**config.mk**
```make
export PLATFORM = sky130hd
export DESIGN_NAME = hazard_stall_ctrl
export DESIGN_NICKNAME = d
export VERILOG_FILES = /design/src/rtl/hazard_stall_ctrl.sv
export SDC_FILE = /design/constraint.sdc
export NUM_CORES = 1
export LEC_CHECK = 0
export BUFFER_PORTS_ARGS = -buffer_cell sky130_fd_sc_hd__buf_4
export CAP_MARGIN = 0
export CORE_MARGIN = 8
export CORE_UTILIZATION = 45
export CTS_CLUSTER_DIAMETER = 50
export DETAILED_ROUTE_END_ITERATION = 6
export PLACE_DENSITY_LB_ADDON = 0.12
export REMOVE_ABC_BUFFERS = 1
export SETUP_SLACK_MARGIN = 0.1
export SYNTH_ARGS = -nofsm -noshare
export SYNTH_HDL_FRONTEND = slang
export SYNTH_SLANG_ARGS = --single-unit
```
**constraint.sdc**
```tcl
create_clock -name clk -period 4.65 [get_ports clk]
set_clock_uncertainty 0.1 [all_clocks]
set_input_delay 1.395 -clock clk [delete_from_list [all_inputs] [get_ports clk]]
set_output_delay 1.395 -clock clk [all_outputs]
set_load 0.1 [all_outputs]
```
**src/rtl/hazard_stall_ctrl.sv**
```systemverilog
// hazard_stall_ctrl: load-use stall, multi-cycle EX hold and branch squash control for the 5-stage pipeline
module hazard_stall_ctrl #(
   parameter int MULTI_LAT = 4,
   parameter int CNT_W     = 32
) (
   input  logic             clk,
   input  logic             rst,
   input  logic [4:0]       ID_rs,
   input  logic [4:0]       ID_rt,
   input  logic             ID_uses_rt,
   input  logic             EX_memRead,
   input  logic [4:0]       EX_rt,
   input  logic             EX_multi,
   input  logic             branch_taken,
   output logic             pc_write,
   output logic             IFID_write,
   output logic             IFID_flush,
   output logic             IDEX_write,
   output logic             IDEX_bubble,
   output logic             EXMEM_bubble,
   output logic             busy,
   output logic [CNT_W-1:0] stall_cycles
);
   typedef enum logic {RUN, MULTI} state_t;
   localparam logic [3:0] CNT_LOAD = 4'(MULTI_LAT > 1 ? MULTI_LAT - 2 : 0);
   state_t           state_q, state_d;
   logic [3:0]       cnt_q, cnt_d;
   logic [CNT_W-1:0] stall_cycles_q, stall_cycles_d;
   logic             start, lu, hold, lu_stall;
   always_comb begin
      start = state_q == RUN && EX_multi && MULTI_LAT > 1;
      lu = state_q == RUN && EX_memRead && EX_rt != 5'd0 &&
           (EX_rt == ID_rs || (ID_uses_rt && EX_rt == ID_rt));
      hold = !rst && (start || (state_q == MULTI && cnt_q != 4'd0));
      lu_stall = !rst && lu && !hold;
      pc_write = !(hold || lu_stall);
      IFID_write = pc_write;
      IFID_flush = !rst && pc_write && branch_taken;
      IDEX_write = !hold;
      IDEX_bubble = lu_stall;
      EXMEM_bubble = hold;
      busy = !rst && state_q == MULTI;
      state_d = state_q;
      cnt_d = cnt_q;
      if (start) begin
         state_d = MULTI;
         cnt_d = CNT_LOAD;
      end else if (state_q == MULTI) begin
         state_d = cnt_q != 4'd0 ? MULTI : RUN;
         cnt_d = cnt_q != 4'd0 ? cnt_q - 4'd1 : cnt_q;
      end
      stall_cycles_d = (!pc_write && stall_cycles_q != '1) ? stall_cycles_q + 1'b1 : stall_cycles_q;
   end
   always_ff @(posedge clk) begin
      if (rst) begin
         state_q <= RUN;
         cnt_q <= 4'd0;
         stall_cycles_q <= '0;
      end else begin
         state_q <= state_d;
         cnt_q <= cnt_d;
         stall_cycles_q <= stall_cycles_d;
      end
   end
   assign stall_cycles = stall_cycles_q;
endmodule

```
# --- Yosys cells after proc, flatten, opt, wreduce, memory -nomap -nowiden ---
# Index checks and enable logic that the tools add are counted.
op_classes:
  n_addsub: 2
  eq_ne: 3
  muxes: 6
  bitwise: 1
  n_reduce_logical: 26
op_table:
  columns: ["operator", "count"]
  rows:
  - ["adder 32 x 1 -> 32 bit (second input constant)", 1]
  - ["!= test 32 bit (second input constant)", 1]
  - ["logical AND 1 bit", 13]
  - ["equality test 5 bit", 2]
  - ["2-to-1 mux 2 bit", 3]
  - ["nonzero test 5 bit", 1]
  - ["AND reduction 2 bit", 2]
  - ["nonzero test 2 bit", 2]
  - ["nonzero test 4 bit", 1]
  - ["subtractor 4 x 1 -> 4 bit (second input constant)", 1]
  - ["zero test 1 bit", 3]
  - ["logical OR 1 bit", 3]
  - ["2-to-1 mux 1 bit", 3]
  - ["OR reduction 2 bit", 1]
  - ["inverter 1 bit", 1]
totals:
  ff_bits: 37
  inputBits: 21
  output_inout_bits: 39
  elab_cells: 42

# --- Longest topological paths before layout ---
depth:
  word_depth: 10
  mapped_depth: 9
  mapped_depth_nobuf: 7

# --- Worst setup path before layout ---
# Ideal clock, no wire load.
synth_timing:
  kind: "in2out"
  from: "in EX_rt[1]"
  to: "out IFID_flush"
  arrival_ns: 4.914
  required_time_ns: 3.155
  path_slack_ns: -1.759
  path_stages: 5
  n_path_buf: 0
  cell_sequence: "or4_1 -> o211ai_1 -> inv_1 -> a21oi_1 -> and3_1"
synth_via:
  elab_chain_len: 10
  word_cells_on_any_way: 13
  cone_classes: "eq/ne (2); reduce/logical (11)"
synth_lines:
  columns: ["item", "line", "text"]
  rows:
  - ["start: declaration", "12", "input logic [4:0] EX_rt,"]
  - ["equality test 5 bit", "33", "(EX_rt == ID_rs || (ID_uses_rt && EX_rt == ID_rt));"]
  - ["logical AND 1 bit", "33", null]
  - ["logical OR 1 bit", "33", null]
  - ["logical AND 1 bit (*)", "32", "lu = state_q == RUN && EX_memRead && EX_rt != 5'd0 &&"]
  - ["logical AND 1 bit (*) (2 in series)", "35", "lu_stall = !rst && lu && !hold;"]
  - ["logical OR 1 bit (*)", "36", "pc_write = !(hold || lu_stall);"]
  - ["zero test 1 bit (*)", "36", null]
  - ["named net IFID_write", "16", "output logic IFID_write,"]
  - ["logical AND 1 bit (*) (2 in series)", "38", "IFID_flush = !rst && pc_write && branch_taken;"]
  - ["end: declaration", "17", "output logic IFID_flush,"]
# Mark *: on every way through the listed nets, which the timed path passes. The rest lies on a longest branch.

# --- Worst setup path in the final report ---
layout_timing:
  from: "in EX_rt[2]"
  to: "out IFID_flush"
layout_via:
  elab_chain_len: 10
  word_cells_on_any_way: 13
  cone_classes: "eq/ne (2); reduce/logical (11)"
layout_lines:
  columns: ["item", "line"]
  rows:
  - ["equality test 5 bit", "33"]
  - ["logical AND 1 bit", "33"]
  - ["logical OR 1 bit", "33"]
  - ["logical AND 1 bit (*)", "32"]
  - ["logical AND 1 bit (*) (2 in series)", "35"]
  - ["logical OR 1 bit (*)", "36"]
  - ["zero test 1 bit (*)", "36"]
  - ["logical AND 1 bit (*) (2 in series)", "38"]
# Mark *: on every way between the ends. The rest lies on a longest branch, timed or not.

==> out/results.ini <==
[clocking]
cts_tree = done
clkTransAtPathRegs_ps = 70
cts_buffers = 5
cts_htree_levels = 2
clk-insertion-delay-late_ps = 290
clock-sinks = 37
clockBufferDepth = 2
holdBufCountCts = 0
root_buffer = clkbuf_8

[worst_hold_path]
hp-class = flip-flop to flip-flop
whs_path_depth = 2

[run]
max_cap_viol_count = 0

[yosys]
yosysUniqueCellTypes = 51
synth-seq-area-share_pct = 35.30
ys_warn_count = 0
synth-edff-count = 0
syn_inst = 248
async_reset_ff_share_pct = 0
synth_seq_cells = 37
synth_area_mm2 = 0.002098
synth_ff_type = dfxtp_1
avgSynthCellArea_um2 = 8.461

[drt]
wire_per_inst_um = 15.17
vias = 2108
wirelength_um = 5491
viasPerCell = 5.823
dr.pass1.iters = 4
drt_iter0_drc = 80
antenna_left = 0
drc = 0

[cells_and_area]
fin_area_mm2 = 0.002700
final_layout_size_suffix_gt1_share_pct = 27.92
n_antenna_cell = 0
nFillCells = 439
stdcell_count = 362
nNetsFinal = 329
syn2layout_area_growth_pct = 28.68

[sta]
tightest_slew_ps = 683.1
slew_headroom_pct = 54.04
finalCriticalPeriod_ps = 4529
period_share_pct = 97.39
rsz0062_at_grt = false
setup-violations-final = 0
hold_viol = 0
max_freq_mhz = 220.8
slew_viol_final = 0

[placement]
dpl.hpwl_um = 4018
placed_cell_area_mm2 = 0.002566
placed_cells = 353
gp_congestion = 0.7684
portBuffers = 59

[setup_path]
crit_path_max_fanout = 7
path_cells = buf_4 > or4_4 > o211ai_1 > inv_1 > a21oi_1 > buf_4 > and3_4 > buf_12
crit_type = input pin to output pin
timing.critical_path.mode_cell = buf_4
worstPathRequired_ps = 3150
end_kind = output pin
max_stage_delay_ps = 510
slowest_stage = or4_4
critPathLaunchType = input pin
worstRegToRegCells = 7
cp_data_arrival_time_ps = 3030

[global_route]
grt_pass1_wl_um = 8921
grt.overflow.total = 0
antenna_found_initial = 0
grt_pass1_vias = 1918
grt_max_degree = 37
grt.total_usage_pct = 14.67

[pwr]
ir_drop_uv = 164.0
p_leak_nw = 0.9615
power.density_mw_per_mm2 = 252.6
design_power_total_uw = 682.2

[die]
rows = 25
dieWidth_um = 84.29
start_util_pct = 45.63
io_pins = 60
die_area_mm2 = 0.007104
core_mm2 = 0.004598
fp.dieH_um = 84.29

[run_status]
status = completed

path summary, 6_finish.rpt:
path                          from          endpoint  slack, ps
setup / recovery          EX_rt[2]        IFID_flush        120
hold / removal    stall_cycles[23]  stall_cycles[23]        390
setup reg to reg           state_q  stall_cycles[19]       2150
hold reg to reg   stall_cycles[23]  stall_cycles[23]        390
cell usage in the layout, fill, tap and decap left out, types with 9 or more instances in the layout:
master,netlist,layout
nand3_1,12,12
buf_4,2,61
dfxtp_1,37,37
a21oi_1,28,28
nand2_1,20,20
or3_1,12,12
nor2_1,14,14
xnor2_1,12,12
o31ai_1,9,9
nand4_1,9,9
what timing repair did:
action,in CTS,in global routing
pin swaps,0,4
endpoints found under the setup margin,1,1
buffers inserted,0,1
gates resized for setup,2,4
stage by stage:
stage	util, %	setup TNS (ps)	hold WS (ps)	worst slack [ps]
after floorplan	-	-21080	363.0	-3232
after global placement	55.81	0	376.0	56.63
after detailed placement	55.81	0	387.3	63.34
after CTS	58.18	0	397.8	100.1
after global routing	58.72	0	429.6	74.83
final	58.72	0	388.4	121.5
critical path: cells and delay by family:
family | cells | cell delay, ps
buffers and inverters | 4 | 550
AND/OR/NAND/NOR | 2 | 710
AO/OA/AOI/OAI | 2 | 370
kinds of logic after synthesis:
group	after synthesis	share of synthesized area, %
xor+xnor	13	5.426
simple gates	112	33.39
buf+inv	18	4.352
compound gates	65	19.74
flops	37	35.30
fa+ha+maj	1	0.5962
mux	2	1.192
cell type report:
| cell class | count | area (um^2) | area share [%] |
|---|---|---|---|
| clock buffers | 7 | 96.34 | 3.568 |
| repair buffers | 63 | 489.2 | 18.12 |
| clock inverters | 1 | 5.005 | 0.1854 |
| inverters | 7 | 26.28 | 0.9731 |
| flip-flops and latches | 37 | 740.7 | 27.43 |
| well taps | 54 | 67.56 | 2.502 |
| multi-input cells | 193 | 1275 | 47.22 |
flip-flops by register name, summed over array words and instances, names as in the netlist:
signal	flops
state_q	1
cnt_q	4
stall_cycles	32
routing by layer:
metal / share of wire, % / vias to the layer above / wire, um / GRT usage, %
li1: - / 1069 / - / -
met1: 44 / 991 / 2403 / 17.54
met2: 50 / 42 / 2737 / 24.16
met3: 5.6 / 6 / 306 / 5.518
met4: 0.78 / 0 / 43 / 3.297
met5: 0 / - / 0 / 0
Yosys cell counts, drive strengths merged, types with 2 or more instances:
master | count | area [um^2]
nor3 | 4 | 20.02
xnor2 | 12 | 105.1
nand2b | 2 | 12.51
nand4 | 11 | 90.08
or4b | 4 | 40.04
nor2b | 3 | 18.77
inv | 7 | 26.27
buf | 6 | 46.28
o211ai | 2 | 15.01
and3 | 5 | 31.28
nand2 | 20 | 75.07
o21ai | 11 | 55.05
or3 | 12 | 75.07
o41ai | 7 | 61.31
or4 | 10 | 78.82
clkbuf | 5 | 18.77
or2 | 2 | 15.02
a21oi | 29 | 148.9
nor4 | 3 | 33.78
or4bb | 2 | 22.52
a211oi | 3 | 27.52
and4 | 4 | 37.54
o31ai | 9 | 67.56
dfxtp | 37 | 740.7
nand3 | 12 | 60.06
nor2 | 14 | 52.55
power breakdown:
group | internal, mW | switching, mW
combinational | 0.0379 | 0.0759
clock | 0.134 | 0.112
sequential | 0.320 | 0.00323
Power figures use the tool's default switching activity.
